[src/rtl/color_cal_pkg.sv]
// rtl/color_cal_pkg.sv - shared state encoding and derived sizes for the color calibrator
package color_cal_pkg;

  typedef enum logic [1:0] {
    INITIALIZE,
    ARM,
    ACCUM,
    RUN
  } cal_state_t;

  localparam int CH_W_DEF        = 8;
  localparam int WIN_LOG2_DEF    = 3;
  localparam int FRAMES_LOG2_DEF = 2;

  function automatic int acc_width(input int ch_w, input int win_log2, input int frames_log2);
    return ch_w + 2 * win_log2 + frames_log2;
  endfunction

  function automatic int num_samples(input int win_log2, input int frames_log2);
    return 1 << (2 * win_log2 + frames_log2);
  endfunction

  localparam int AW = acc_width(CH_W_DEF, WIN_LOG2_DEF, FRAMES_LOG2_DEF);
  localparam int NS = num_samples(WIN_LOG2_DEF, FRAMES_LOG2_DEF);

endpackage

[src/rtl/cal_accum.sv]
// rtl/cal_accum.sv - single-channel sample accumulator with clear and enable
import color_cal_pkg::*;

module cal_accum #(
  parameter int CH_W  = CH_W_DEF,
  parameter int ACC_W = AW
) (
  input  logic             clk,
  input  logic             reset_n,
  input  logic             clear,
  input  logic             en,
  input  logic [CH_W-1:0]  din,
  output logic [ACC_W-1:0] acc
);

  // clear and en together load the sample, so a window pixel on the first frame_start counts
  always_ff @(posedge clk) begin
    if (!reset_n) begin
      acc <= '0;
    end else if (clear) begin
      acc <= en ? ACC_W'(din) : '0;
    end else if (en) begin
      acc <= acc + ACC_W'(din);
    end
  end

endmodule

[src/rtl/color_calibrator.sv]
// rtl/color_calibrator.sv - averages a fixed pixel window over several frames to latch the laser reference color
import color_cal_pkg::*;

module color_calibrator #(
  parameter int CH_W        = 8,
  parameter int COORD_W     = 10,
  parameter int WIN_X0      = 316,
  parameter int WIN_Y0      = 236,
  parameter int WIN_LOG2    = 3,
  parameter int FRAMES_LOG2 = 2
) (
  input  logic               clk,
  input  logic               reset_n,
  input  logic               get_color,
  input  logic               recal,
  input  logic               frame_start,
  input  logic               pix_valid,
  input  logic [COORD_W-1:0] pix_x,
  input  logic [COORD_W-1:0] pix_y,
  input  logic [CH_W-1:0]    pix_r,
  input  logic [CH_W-1:0]    pix_g,
  input  logic [CH_W-1:0]    pix_b,
  output logic [CH_W-1:0]    ref_r,
  output logic [CH_W-1:0]    ref_g,
  output logic [CH_W-1:0]    ref_b,
  output logic               ref_valid,
  output logic               busy,
  output logic               cal_err,
  output logic               run
);

  localparam int ACC_W = acc_width(CH_W, WIN_LOG2, FRAMES_LOG2);
  localparam int CNT_W = ACC_W - CH_W + 1;
  localparam int FC_W  = (FRAMES_LOG2 > 0) ? FRAMES_LOG2 : 1;

  localparam logic [CNT_W-1:0]   NS_CNT     = CNT_W'(num_samples(WIN_LOG2, FRAMES_LOG2));
  localparam logic [CNT_W-1:0]   CNT_MAX    = {CNT_W{1'b1}};
  localparam logic [FC_W-1:0]    LAST_FRAME = FC_W'((1 << FRAMES_LOG2) - 1);
  localparam logic [COORD_W:0]   X_LO       = (COORD_W + 1)'(WIN_X0);
  localparam logic [COORD_W:0]   X_HI       = (COORD_W + 1)'(WIN_X0 + (1 << WIN_LOG2));
  localparam logic [COORD_W:0]   Y_LO       = (COORD_W + 1)'(WIN_Y0);
  localparam logic [COORD_W:0]   Y_HI       = (COORD_W + 1)'(WIN_Y0 + (1 << WIN_LOG2));

  cal_state_t       state;
  logic             get_color_q;
  logic [CNT_W-1:0] sample_cnt;
  logic [FC_W-1:0]  frame_cnt;
  logic [ACC_W-1:0] acc_r;
  logic [ACC_W-1:0] acc_g;
  logic [ACC_W-1:0] acc_b;

  logic go;
  logic hit;
  logic last_frame;
  logic acc_clear;
  logic acc_en;

  always_comb begin
    go         = get_color & ~get_color_q;
    hit        = pix_valid &&
                 ({1'b0, pix_x} >= X_LO) && ({1'b0, pix_x} < X_HI) &&
                 ({1'b0, pix_y} >= Y_LO) && ({1'b0, pix_y} < Y_HI);
    last_frame = frame_start && (frame_cnt == LAST_FRAME);
    acc_clear  = (state == ARM) && frame_start;
    // the terminating frame_start closes the window, its pixel is dropped
    acc_en     = hit && (acc_clear || ((state == ACCUM) && !last_frame));
  end

  always_ff @(posedge clk) begin
    if (!reset_n) begin
      get_color_q <= 1'b0;
    end else begin
      get_color_q <= get_color;
    end
  end

  cal_accum #(.CH_W(CH_W), .ACC_W(ACC_W)) u_acc_r (
    .clk(clk), .reset_n(reset_n), .clear(acc_clear), .en(acc_en), .din(pix_r), .acc(acc_r)
  );
  cal_accum #(.CH_W(CH_W), .ACC_W(ACC_W)) u_acc_g (
    .clk(clk), .reset_n(reset_n), .clear(acc_clear), .en(acc_en), .din(pix_g), .acc(acc_g)
  );
  cal_accum #(.CH_W(CH_W), .ACC_W(ACC_W)) u_acc_b (
    .clk(clk), .reset_n(reset_n), .clear(acc_clear), .en(acc_en), .din(pix_b), .acc(acc_b)
  );

  always_ff @(posedge clk) begin
    if (!reset_n) begin
      state      <= INITIALIZE;
      sample_cnt <= '0;
      frame_cnt  <= '0;
      ref_r      <= '0;
      ref_g      <= '0;
      ref_b      <= '0;
      ref_valid  <= 1'b0;
      busy       <= 1'b0;
      cal_err    <= 1'b0;
      run        <= 1'b0;
    end else begin
      case (state)
        INITIALIZE: begin
          if (go) begin
            state <= ARM;
            busy  <= 1'b1;
          end
        end
        ARM: begin
          if (frame_start) begin
            state      <= ACCUM;
            frame_cnt  <= '0;
            sample_cnt <= hit ? CNT_W'(1) : '0;
          end
        end
        ACCUM: begin
          if (last_frame) begin
            busy <= 1'b0;
            if (sample_cnt == NS_CNT) begin
              ref_r     <= acc_r[ACC_W-1 -: CH_W];
              ref_g     <= acc_g[ACC_W-1 -: CH_W];
              ref_b     <= acc_b[ACC_W-1 -: CH_W];
              ref_valid <= 1'b1;
              cal_err   <= 1'b0;
              run       <= 1'b1;
              state     <= RUN;
            end else begin
              cal_err <= 1'b1;
              state   <= INITIALIZE;
            end
          end else begin
            if (frame_start) begin
              frame_cnt <= frame_cnt + 1'b1;
            end
            // saturate so a flood of extra samples can never wrap back to a valid count
            if (hit && (sample_cnt != CNT_MAX)) begin
              sample_cnt <= sample_cnt + 1'b1;
            end
          end
        end
        RUN: begin
          if (recal) begin
            state <= ARM;
            run   <= 1'b0;
            busy  <= 1'b1;
          end
        end
        default: begin
          state <= INITIALIZE;
          busy  <= 1'b0;
          run   <= 1'b0;
        end
      endcase
    end
  end

endmodule

[config.mk]
export PLATFORM = sky130hd
export DESIGN_NAME = color_calibrator
export DESIGN_NICKNAME = d
export VERILOG_FILES = /design/src/rtl/color_cal_pkg.sv /design/src/rtl/cal_accum.sv /design/src/rtl/color_calibrator.sv
export SDC_FILE = /design/constraint.sdc
export NUM_CORES = 1
export LEC_CHECK = 0
export BUFFER_PORTS_ARGS = -buffer_cell sky130_fd_sc_hd__buf_2
export CAP_MARGIN = 20
export CORE_AREA = 3 3 114 116
export CTS_CLUSTER_DIAMETER = 60
export DETAILED_ROUTE_END_ITERATION = 7
export DIE_AREA = 0 0 117 119
export PLACE_DENSITY = 0.61
export SYNTH_ARGS = -nofsm -noshare
export SYNTH_HDL_FRONTEND = slang
export SYNTH_HIERARCHICAL = 1
export SYNTH_SLANG_ARGS = --single-unit
[constraint.sdc]
create_clock -name clk -period 3.2 [get_ports clk]
set_input_delay 0.16 -clock clk [delete_from_list [all_inputs] [get_ports clk]]
set_output_delay 0.16 -clock clk [all_outputs]
set_load 0.02 [all_outputs]
## Word-level counts from Yosys, hierarchy flattened

Cells that the tools add are included.

- Register bits: 90

- Add/sub/neg operators: 5
- $lt $le $gt $ge: 4
- Eq/ne operators: 14
- Multiplexer cells: 33
- Bitwise operators: 2
- Reductions and logical operators: 23

Operators with widths:

| operator | number |
|---|---|
| 16-bit 2-to-1 mux | 6 |
| 16-bit by 8-bit adder with 16-bit output | 3 |
| 9-bit 2-to-1 mux | 3 |
| 8-bit 2-to-1 mux | 3 |
| 4-bit AND reduction | 5 |
| 9-bit case mux with 2 select lines | 1 |
| 2-bit 2-to-1 mux | 8 |
| 2-bit inequality test, second input constant | 6 |
| 10-bit by 8-bit >= comparator with 1-bit output, second input constant | 1 |
| 10-bit by 9-bit >= comparator with 1-bit output, second input constant | 1 |
| 10-bit by 8-bit < comparator with 1-bit output, second input constant | 1 |
| 10-bit by 9-bit < comparator with 1-bit output, second input constant | 1 |
| 9-bit by 1-bit adder with 9-bit output, second input constant | 1 |
| 9-bit == test, second input constant | 1 |
| 1-bit logical AND | 9 |
| 9-bit inequality test, second input constant | 1 |
| 1-bit 2-to-1 mux | 8 |
| 2-bit case mux with 4 select lines | 1 |
| 2-bit == test, second input constant | 3 |
| 2-bit nonzero test | 3 |
| 2-bit by 1-bit inequality test with 1-bit output, second input constant | 2 |
| 2-bit case mux with 2 select lines | 1 |
| 1-bit case mux with 3 select lines | 1 |
| 3-bit AND reduction | 1 |
| other kinds (10) | 10 |

## Longest topological paths before layout

- Word-level depth: 9
- Depth in mapped cells: 11

## Modules after synthesis

Netlist, hierarchy kept.

Modules (own cells, without submodules):

| module | instances | cells an instance | area an instance (µm²) | seq. area each (µm²) |
|---|---|---|---|---|
| color_calibrator | 1 | 240 | 2,145.8 | 840.8 |
| cal_accum (u_acc_b ...) | 2 | 121 | 1,051.0 | 320.3 |
| cal_accum (u_acc_g) | 1 | 135 | 1,186.1 | 320.3 |

## Least setup slack after synthesis

Ideal clock, no wire load.

- Path type: flip-flop to flip-flop
- Start: register sample_cnt[0]
- End: register sample_cnt[1]
- Arrival time: 2.238 ns
- Setup slack: 0.817 ns
- Stages on the path, launching flop included: 11
- Path buffers: 1
- Cell sequence: dfxtp_1 > ha_1 > and3_1 > and3_1 > and3_2 > ha_1 > or3_1 > nor4b_2 > buf_2 > nand3b_1 > a21oi_1

- Word-level cells in the longest chain between the ends: 4

RTL lines:

| element | RTL line | text |
|---|---|---|
| start, declared | color_calibrator.sv:46 | `logic [CNT_W-1:0] sample_cnt;` |
| start signal, assigned | color_calibrator.sv:111 | `sample_cnt <= hit ? CNT_W'(1) : '0;` |
| start signal, assigned | color_calibrator.sv:135 | `sample_cnt <= sample_cnt + 1'b1;` |
| 9-bit by 1-bit adder with 9-bit output / 9-bit inequality test (equally long branches) | color_calibrator.sv:135, color_calibrator.sv:134 |  |
| 9-bit 2-to-1 mux / 1-bit logical AND (equally long branches) | color_calibrator.sv:134 | `if (hit && (sample_cnt != CNT_MAX)) begin` |
| 9-bit 2-to-1 mux / 2-bit by 1-bit inequality test with 1-bit output (equally long branches) | n/a |  |
| 9-bit case mux with 2 select lines / 4-bit AND reduction (equally long branches) | n/a |  |

Several ways; a longest one is shown, not always the timed one. The select of a mux whose other input is x is not followed.
A chain may end at the register's enable or synchronous reset.

## Worst setup path after layout

- Start: register sample_cnt[0]
- End: register sample_cnt[6]

Same word-level chain as after synthesis.

==> run summary <==
================================================================================
Result of the run                                                   finished, final reports clean
GRT overflow                                                                   0
Utilization of the core after routing                                      0.523
Final net count                                                              769
Number of flops mapped to enable cells by yosys                                0
Relative area change from synthesis to final layout                        15.7%
RSZ-0062 raised after global routing                                       false
Tightest Hold Check Type                                            input port to register
Total of max-cap violations                                                    0
Final non-filler cell total                                                  835
Primary FF master, synth                                                 dfxtp_1
Crit Path Category                                                  register to register
Power share of the sequential group                                        0.419
Power density of the placed cells                                     436 nW/µm²
Clk Latency, worst-skew pair                                             0.34 ns
Logic depth of the worst register-to-register path                             9
R2R Path End                                                        sample_cnt[6]
Post-route clock skew                                                 0.00678 ns
Share of power burned in combinational logic                               0.126
Switch share                                                               0.247
Post-cts sizing count                                                          0
Core Area                                                              12000 µm²
Maximum resistive drop on vdd                                           0.338 mV
Worst Path Required                                                      3.42 ns
Die Ht                                                                    119 µm
Site row count                                                                40
Hold Path Stages                                                               2
Total of flip-flops plus latches after synthesis                              90
Cell count after placement                                                   819
All-Layer GR Usage                                                         0.182
Number of library cell types mapped by synthesis                              71
Antenna viol nets, final                                                       0
DRC viols                                                                      0
Part of the Yosys area used for sequential elements                        0.332
Clock transition at the registers of the reported paths                  0.07 ns
Via density per instance                                                    5.55
Final setup violation count                                                    0
Largest buffer count on any clock path                                         2
Count of synthesis-stage warnings from yosys                                   6
Final Max Tran Viols                                                           0
Count of pins on the block boundary                                           78
Diode insertion count for antenna repair                                       0
Final hold slack                                                       0.0281 ns
Most frequent cells in the layout                                   91 x nand2_1, 90 x dfxtp_1, 73 x buf_2
Most common cell after layout, fill and taps aside                       nand2_1
Postcts setup bufs                                                             0
Final sum of negative setup slack                                           0 ns
Clock Tree Root                                                        clkbuf_16
Internal Pwr Total                                                       2.07 mW
Period utilization                                                         0.803
Synthesized netlist net count                                                703
Slew at the pin closest to its max-slew limit                           0.595 ns
Initial Utilization                                                        0.452
Static leakage                                                           2.51 nW
Die width                                                                 117 µm
Part of the total power dissipated in the clock network                    0.455
CTS tree                                                                    done
Type of element launching the critical path                             register
Final HPWL from detailed placement                                       8660 µm
Mean Syn Cell Area                                                      8.81 µm²
Number of filler cells placed in the layout                                 1174
CTS HTree Levels                                                               3
Wire length of the first global-routing pass                            20900 µm
Hold buffer count at cts                                                       0
Startpoint of the lowest-slack register-to-register path            sample_cnt[0]
Clock period minus final worst setup slack                               2.57 ns
Beginning of the worst hold path                                       get_color
Final number of hold-violating endpoints                                       0
Reported net switching power                                            0.678 mW
DRT Wirelength                                                          12300 µm
Vias in the first global route                                              4490
Fmax                                                                     389 MHz
PortBufs                                                                      73
Instance count of the mapped netlist                                         617
Number of DRC markers in iteration 0                                         210
Post-route design area                                                  6290 µm²
CP Data Arrival Time                                                     2.78 ns
Total iterations of the first detailed-routing run                             4
Final Wtd Congestion                                                       0.784
Max-slew headroom                                                          0.603
Pin count of the biggest net entering global routing                          43
Number of clock sinks                                                         90
Number of CTS-inserted buffers                                                 9
Area of the die                                                        13900 µm²
Asr flop ratio synth                                                           0
Reg-to-reg slack, setup                                                  0.63 ns
Min-Delay Endpoint                                                   get_color_q
Setup crit end kind                                                     register
Crit path max fanout                                                           7
Detail-routed net length per standard cell                               14.7 µm
Share of layout cells above drive strength 1                               0.233
Cell area after synthesis                                               5430 µm²
Via total after detailed routing                                            4635
Number of antenna violations at the first check in global routing              0
Total placed instance area                                              5940 µm²
================================================================================
[critical path, cell delays in order (launching register included)]
cell	delay (ns)
dfxtp_1	0.33
ha_1	0.22
and3_1	0.20
and3_1	0.20
and3_2	0.21
ha_1	0.18
or3_1	0.41
nor4b_2	0.27
a21o_1	0.28
o211ai_1	0.14
[cell families after synthesis]
kind of cell,synth area share
multiplexers,0.0313
buffers and inverters,0.0380
AO/OA/AOI/OAI,0.248
flip-flops,0.332
adder cells (fa/ha/maj),0.0870
AND/OR/NAND/NOR,0.231
XOR/XNOR,0.0338
[per-stage QoR]
step / power (mW) / setup WS, ns
floorplan: 1.42 / 0.817
global placement: 1.51 / 0.695
detailed placement: 1.52 / 0.647
CTS: 2.78 / 0.626
global route: 2.87 / 0.457
finish: 2.74 / 0.632
[final cells by class]
cell class	instances	area, µm²	share of cell area
flip-flops and latches	90	1800	0.287
inverters	12	45.0	0.00716
repair buffers	85	468	0.0744
well taps	147	184	0.0293
clock inverters	6	113	0.0179
multi-input cells	485	3440	0.547
clock buffers	10	239	0.0380
[power by group through the flow]
stage	sequential, mW	clock [mW]	combinational (mW)
2_1_floorplan	1.18	0	0.243
3_3_place_gp	1.18	0	0.336
3_5_place_dp	1.18	0	0.344
4_1_cts	1.15	1.28	0.346
5_1_grt	1.15	1.33	0.390
6_report	1.15	1.25	0.345
[registers in the layout (all words and copies together), names as in the netlist]
signal       cells
cal_err          1
u_acc_b/acc     16
u_acc_r/acc     16
ref_valid        1
get_color_q      1
run              1
sample_cnt       9
ref_b            8
ref_g            8
frame_cnt        2
ref_r            8
u_acc_g/acc     16
state            2
busy             1
[metal layers]
metal | GRT usage | vias to the layer above | part of all wire | wire length (µm)
met5 | 0 | - | 0 | 0
met4 | 0.0416 | 0 | 0.0077 | 94
met3 | 0.0381 | 8 | 0.026 | 317
met2 | 0.302 | 56 | 0.49 | 6000
met1 | 0.241 | 2194 | 0.48 | 5870
li1 | - | 2377 | - | -
[worst max path at each step]
| stage | slack (ns) | end | cells past startpoint | from |
|---|---|---|---|---|
| finish | 0.63 | sample_cnt[6] | 9 | sample_cnt[0] |
| global route | 0.46 | sample_cnt[7] | 9 | sample_cnt[0] |
| CTS | 0.63 | sample_cnt[6] | 9 | sample_cnt[0] |
| detailed placement | 0.65 | sample_cnt[5] | 9 | sample_cnt[0] |
| global placement | 0.69 | sample_cnt[7] | 9 | sample_cnt[0] |
| floorplan | 0.82 | sample_cnt[1] | 10 | sample_cnt[0] |
[cells in the mapped netlist, types with 3 or more instances]
cell / number / area share
a211oi_1: 13 / 0.018
a21boi_0: 6 / 0.0083
a21o_1: 12 / 0.017
a21oi_1: 42 / 0.039
a21oi_2: 18 / 0.029
a221oi_2: 4 / 0.011
a22o_1: 9 / 0.015
a32o_1: 9 / 0.017
and2_0: 3 / 0.0035
and2_1: 9 / 0.010
and3_1: 10 / 0.012
and3_2: 3 / 0.0041
and4_1: 3 / 0.0048
buf_1: 3 / 0.0021
buf_2: 6 / 0.0055
clkbuf_1: 17 / 0.012
dfxtp_1: 90 / 0.33
fa_1: 3 / 0.011
ha_1: 33 / 0.076
inv_1: 11 / 0.0076
mux2i_1: 17 / 0.031
nand2_1: 91 / 0.063
nand2_2: 18 / 0.021
nand2b_1: 14 / 0.016
nand3_1: 10 / 0.0092
nand3b_1: 3 / 0.0041
nand4_1: 4 / 0.0046
nand4b_1: 11 / 0.018
nor2_1: 23 / 0.016
nor2b_1: 11 / 0.013
nor3b_1: 4 / 0.0055
o211ai_1: 12 / 0.017
o21a_1: 7 / 0.0097
o21ai_0: 16 / 0.015
o31ai_1: 5 / 0.0069
or3_2: 4 / 0.0055
xnor2_1: 19 / 0.031
(Power assumes the default switching activity.)
